File: src/rtl/led_pkg.sv
// Shared widths, mode encodings, pattern constants and next-pattern rules for led_datapath.
package led_pkg;

  localparam int unsigned LED_W = 27;

  typedef logic [LED_W-1:0] led_t;

  typedef enum logic [1:0] {
    MODE_OFF  = 2'b00,
    MODE_R1   = 2'b01,
    MODE_R2   = 2'b10,
    MODE_AUTO = 2'b11
  } mode_e;

  localparam led_t R1_RIGHT = 27'h0000038;
  localparam led_t R1_LEFT  = 27'h0E00000;
  localparam led_t R2_START = 27'h4000001;
  localparam led_t R2_FULL  = 27'h7FFDFFF;
  localparam led_t LO_MASK  = 27'h0001FFF;
  localparam led_t HI_MASK  = 27'h7FFC000;

  // Rule 1: a 3-bit block bouncing between R1_RIGHT and R1_LEFT, held at an edge unless LR points inward.
  function automatic led_t rule1_next(input led_t cur, input logic lr);
    led_t nxt;
    if (cur == '0) begin
      nxt = R1_RIGHT;
    end else if (!lr) begin
      nxt = (cur == R1_LEFT) ? cur : led_t'(cur << 1);
    end else begin
      nxt = (cur == R1_RIGHT) ? cur : led_t'(cur >> 1);
    end
    return nxt;
  endfunction

  // Rule 2: both halves fill from the outer ends toward bit 13 (LR=0) or drain from the inside out (LR=1).
  function automatic led_t rule2_next(input led_t cur, input logic lr);
    led_t lo;
    led_t hi;
    led_t nxt;
    if (!lr) begin
      lo = led_t'((cur & LO_MASK) << 1) | led_t'(1);
      hi = led_t'((cur & HI_MASK) >> 1) | led_t'(led_t'(1) << (LED_W - 1));
    end else begin
      lo = led_t'((cur & LO_MASK) >> 1);
      hi = led_t'((cur & HI_MASK) << 1);
    end
    nxt = (lo & LO_MASK) | (hi & HI_MASK);
    if (!lr && (cur == '0)) begin
      nxt = R2_START;
    end
    return nxt;
  endfunction

endpackage

File: src/rtl/led_step_tick.sv
// Step prescaler: pulses tick on the enabled cycle where the count reaches STEP_DIV-1, then wraps.
module led_step_tick
  import led_pkg::*;
#(
  parameter int unsigned STEP_DIV = 25000000
) (
  input  logic clk,
  input  logic rst,
  input  logic en,
  output logic tick
);

  localparam int unsigned CNT_W = (STEP_DIV > 1) ? $clog2(STEP_DIV) : 1;
  localparam logic [CNT_W-1:0] CNT_LAST = CNT_W'(STEP_DIV - 1);

  logic [CNT_W-1:0] cnt_q;
  logic [CNT_W-1:0] cnt_d;

  assign tick = en && (cnt_q == CNT_LAST);

  // Count only enabled cycles so a held datapath keeps its phase.
  always_comb begin
    cnt_d = cnt_q;
    if (en) begin
      cnt_d = tick ? '0 : cnt_q + CNT_W'(1);
    end
  end

  always_ff @(posedge clk) begin
    if (!rst) begin
      cnt_q <= '0;
    end else begin
      cnt_q <= cnt_d;
    end
  end

endmodule

File: src/rtl/led_datapath.sv
// LED pattern datapath: rule 1 bouncing block, rule 2 fill/drain, automatic hand-over mode.
// Optional step prescaler compiled in with `define LED_STEP_PRESCALE_EN.
module led_datapath
  import led_pkg::*;
#(
  parameter int unsigned STEP_DIV = 25000000
) (
  input  logic             clk,
  input  logic             rst,
  input  logic             en,
  input  logic [1:0]       mode,
  input  logic             LR,
  input  logic             switch_r1r2,
  input  logic             auto_rst,
  output logic [LED_W-1:0] leds,
  output logic             step
);

  logic  tick_c;
  led_t  leds_q;
  led_t  leds_d;
  led_t  pat_c;
  logic  step_q;
  logic  step_d;
  mode_e mode_q;
  mode_e mode_d;

`ifdef LED_STEP_PRESCALE_EN
  led_step_tick #(
    .STEP_DIV(STEP_DIV)
  ) u_step_tick (
    .clk (clk),
    .rst (rst),
    .en  (en),
    .tick(tick_c)
  );
`else
  // Every enabled cycle steps; a zero divider is meaningless and disables stepping.
  assign tick_c = en && (STEP_DIV != 0);
`endif

  // Candidate pattern for the current mode.
  always_comb begin
    pat_c = leds_q;
    case (mode_q)
      MODE_OFF: pat_c = '0;
      MODE_R1:  pat_c = rule1_next(leds_q, LR);
      MODE_R2:  pat_c = rule2_next(leds_q, LR);
      MODE_AUTO: begin
        if (auto_rst) begin
          pat_c = switch_r1r2 ? led_t'(0) : R2_START;
        end else begin
          pat_c = switch_r1r2 ? rule2_next(leds_q, LR) : rule1_next(leds_q, LR);
        end
      end
      default: pat_c = '0;
    endcase
  end

  // A mode change clears the pattern and wins over a coincident tick.
  always_comb begin
    leds_d = leds_q;
    step_d = 1'b0;
    mode_d = mode_q;
    if (mode_e'(mode) != mode_q) begin
      mode_d = mode_e'(mode);
      leds_d = '0;
    end else if (tick_c) begin
      leds_d = pat_c;
      step_d = 1'b1;
    end
  end

  always_ff @(posedge clk) begin
    if (!rst) begin
      leds_q <= '0;
      step_q <= 1'b0;
      mode_q <= MODE_OFF;
    end else begin
      leds_q <= leds_d;
      step_q <= step_d;
      mode_q <= mode_d;
    end
  end

  assign leds = leds_q;
  assign step = step_q;

endmodule
File: config.mk
export PLATFORM = sky130hd
export DESIGN_NAME = led_datapath
export DESIGN_NICKNAME = d
export VERILOG_FILES = /design/src/rtl/led_pkg.sv /design/src/rtl/led_step_tick.sv /design/src/rtl/led_datapath.sv
export SDC_FILE = /design/constraint.sdc
export NUM_CORES = 1
export LEC_CHECK = 0
export ABC_CLOCK_PERIOD_IN_PS = 2300
export BUFFER_PORTS_ARGS = -buffer_cell sky130_fd_sc_hd__clkbuf_2
export CORE_UTILIZATION = 55
export CTS_BUF_LIST = sky130_fd_sc_hd__clkbuf_8
export DETAILED_ROUTE_END_ITERATION = 8
export HOLD_SLACK_MARGIN = 0.06
export PLACE_DENSITY_LB_ADDON = 0.2
export SKIP_CTS_REPAIR_TIMING = 1
export SLEW_MARGIN = 20
export SYNTH_ARGS = -nofsm -noshare
export SYNTH_HDL_FRONTEND = slang
export SYNTH_SLANG_ARGS = --single-unit
File: constraint.sdc
create_clock -name clk -period 2.3 [get_ports clk]
set_input_delay 0.69 -clock clk [delete_from_list [all_inputs] [get_ports clk]]
set_output_delay 0.69 -clock clk [all_outputs]
set_load 0.01 [all_outputs]
==> results by group <==
Global routing
  – Largest net degree at the start of global routing: 24
  – Total track usage: 0.3234
  – Number of global-route vias before repair: 2017
  – Initial antenna violation count: 0
  – Grt total ovfl: 0
  – First-pass GRT wire length: approximately 10000 um

Job
  – Maxcap violations: 0

Worst setup path
  – Worst setup EP type: flip-flop
  – Reg-to-reg endpoint: leds[14]$_SDFFE_PP0P_
  – Worst path max stage delay: 0.59 ns
  – R2R Path Start: leds[6]$_SDFFE_PP0P_
  – Reg2Reg Setup Slack: 0.14 ns
  – Reg2Reg Depth: 5
  – WP data arrival: 2.31 ns
  – WS Path Type: reg -> reg
  – CP required: 2.45 ns
  – CP Max Fanout: 8
  – Cell Chain, Critical Path: nor4_2, nand4_2, o21ai_0, o32a_1, o22ai_1
  – Slowest library cell on the worst path: o21ai_0
  – Setup crit start kind: flip-flop

Place
  – Cells after DPL: about 340
  – Final GP Congestion: 0.9437
  – Buffers on Ports: 35
  – Placed Area: 0.002446 mm2
  – DP HPWL: about 4300 um

Logic synthesis
  – Biggest area consumer among synthesized cells: dfxtp_1
  – Synth Instances: roughly 250
  – Most used DFF post-synth: dfxtp_1
  – Simple-gate share of the synthesized area: 0.2365
  – Count leader, synth: dfxtp_1
  – Syn nets: 254
  – Top cells by area in the synthesized netlist: dfxtp_1 29%, mux2i_1 6.2%, o22ai_1 4.8%, a21oi_1 4.3%, nand2_1 4.0%
  – Post-synthesis compound-gate area fraction: 0.3481
  – Unique masters post-synth: 56
  – Sequential area share after synthesis: 0.2881
  – Synth cell count leaders: 30 x dfxtp_1, 22 x nand2_1, 18 x a21oi_1
  – Async set-reset flop share out of synthesis: 0
  – Yosys top cell area share: 0.2881
  – Synth Area in XOR/XNOR: 0.008403
  – Adder-cell share of the synthesized area: 0
  – Yosys reg bits: 30
  – Mux cell area share after synthesis: 0.07323
  – Avg Cell Area, Syn: 8.474 um2
  – Yosys warns: 0
  – Largest family of logic cells by synthesized area: compound AO/OA/AOI/OAI gates
  – Synthesized area: roughly 0.0021 mm2
  – Post-synth EDFFs: 0

Floorplanning
  – Core area: 0.003661 mm2
  – I/O pins: 36
  – Die area: 0.004040 mm2
  – # rows: 22
  – DIE WIDTH: between 60 and 70 um
  – Die Y: 63.56 um
  – Starting density of the core: 0.5694

Pwr
  – Clock network fraction of total power: 0.388
  – Switching share of power: 0.2759
  – Leakage: 0.9903 nW
  – Maximum VDD drop: 0.2728 mV
  – P_sw: around 310 uW
  – Internal power: a little over 800 uW
  – Flop pwr share: 0.469
  – Logic pwr share: 0.142
  – PwrDens: 447.1 mW/mm2

CTS
  – Clk root buf: clkbuf_8
  – H-tree levels: 2
  – Clk buf depth: 2
  – Clock transition at path regs: 0.07 ns
  – Clk_lat worst skew: approximately 0.29 ns
  – CTS tree: built
  – CTS buffer count: 5
  – CTS Sinks: 30

Final layout
  – Diodes inserted: 0
  – Layout cells sized above 1: 0.2890
  – Fillers: approximately 310
  – Final std cells w/o fill: between 300 and 400
  – Multi-input gate area: roughly 0.0014 mm2
  – Area Growth Syn to Fin: 21.73%
  – Finished layout cell area: 0.002537 mm2
  – Storage cell area: 600.6 um2
  – Layout Nets: 308

STA
  – Crit path time final: 2.156 ns
  – Final Hold Vio Count: 0
  – Min Hold Slack: approximately 0.55 ns
  – Period utilization: 0.9375
  – RSZ-0062 raised after global routing: no
  – Max Slew Vio Count: 0
  – Max Clock Freq: around 0.46 GHz
  – Skew final: 0.007648 ns
  – Setup total negative slack: 0 ns
  – Slew headroom: 0.5837
  – Slew @ Worst Pin: 0.6180 ns
  – Final setup vio count: 0

Min path
  – Hold Path Sink: leds[13]$_SDFFE_PP0P_
  – Hold Crit Class: reg -> reg
  – Hold Crit Start: leds[13]$_SDFFE_PP0P_
  – Hold depth: 2

Routing
  – Vias per cell: between 6 and 7
  – Initial DRC Count: 175
  – Wirelength per Cell: 16.97 um
  – Drt total wl: 5923 um
  – Via count: ~2200
  – DR pass1 iterations: 5
  – Final ANT Viol Nets: 0
  – Drt drc: 0

Outcome
  – Run status: finished clean
worst max-delay path: cells and delay by family, from the launching register on:
| family | cells | cell delay, ns |
|---|---|---|
| flops | 1 | 0.37 |
| simple gates | 2 | 0.74 |
| compound gates | 3 | 0.91 |
kinds of logic (layout without fill, tap and decap cells):
group | after synthesis | in the layout
buffers and inverters | 22 | 77
XOR/XNOR | 2 | 2
multiplexers | 15 | 15
AND/OR/NAND/NOR | 81 | 81
flip-flops | 30 | 30
AO/OA/AOI/OAI | 96 | 96
per-stage QoR:
step / util / setup WS [ns] / total power, mW
2_1_floorplan: - / 0.3226 / 0.6468
3_3_place_gp: 0.6681 / 0.1809 / 0.7005
3_5_place_dp: 0.6681 / 0.1651 / 0.7010
4_1_cts: 0.6931 / 0.1607 / 1.141
5_1_grt: 0.6931 / 0.01916 / 1.183
6_report: 0.6931 / 0.1438 / 1.135
worst max-delay path by stage:
stage                                from                     to  slack, ns  depth (start not counted)
detailed placement   leds[6]$_SDFFE_PP0P_  leds[14]$_SDFFE_PP0P_       0.17                          5
global route         leds[6]$_SDFFE_PP0P_  leds[14]$_SDFFE_PP0P_       0.02                          5
global placement    leds[12]$_SDFFE_PP0P_  leds[14]$_SDFFE_PP0P_       0.18                          5
floorplan                              LR  leds[16]$_SDFFE_PP0P_       0.32                          5
finish               leds[6]$_SDFFE_PP0P_  leds[14]$_SDFFE_PP0P_       0.14                          5
CTS                 leds[12]$_SDFFE_PP0P_  leds[14]$_SDFFE_PP0P_       0.16                          5
power groups by stage:
stage | Clock (mW) | Combinational [mW] | Sequential, mW
after floorplan | 0 | 0.107 | 0.540
after global placement | 0 | 0.157 | 0.544
after detailed placement | 0 | 0.157 | 0.544
after CTS | 0.450 | 0.159 | 0.532
after global routing | 0.475 | 0.175 | 0.533
final | 0.441 | 0.162 | 0.532
cell usage in the layout, fill, tap and decap left out, types with 4 or more instances in the layout:
master    instances
nand4_1           7
dfxtp_1          30
a32o_1            6
nand2_1          22
buf_4            25
a221o_1           4
nand3_1           8
a22oi_1           5
clkbuf_8          6
inv_1             9
mux2i_1          13
nor2_1           15
o22a_1            7
a21oi_1          18
o22ai_1          16
o21ai_0          14
clkbuf_2         35
metal layers:
| metal | vias up | global-route usage | wire, um |
|---|---|---|---|
| met2 | 117 | 0.4734 | 2705 |
| met1 | 1051 | 0.4516 | 2554 |
| li1 | 1066 | - | - |
| met5 | - | 0 | 0 |
| met3 | 9 | 0.07428 | 568 |
| met4 | 0 | 0.1278 | 94 |
area by class of cell:
type                    count  area share
clock inverters             2    0.003452
multi-input cells         194      0.5473
clock buffers               6     0.03254
repair buffers             60      0.1430
inverters                   9     0.01331
flip-flops and latches     30      0.2367
well taps                  48     0.02367
state kept, by name, indices dropped and copies added (netlist names):
name	flops
mode_q	2
step	1
leds	27
Note: power is estimated with default switching activity, not from simulation.
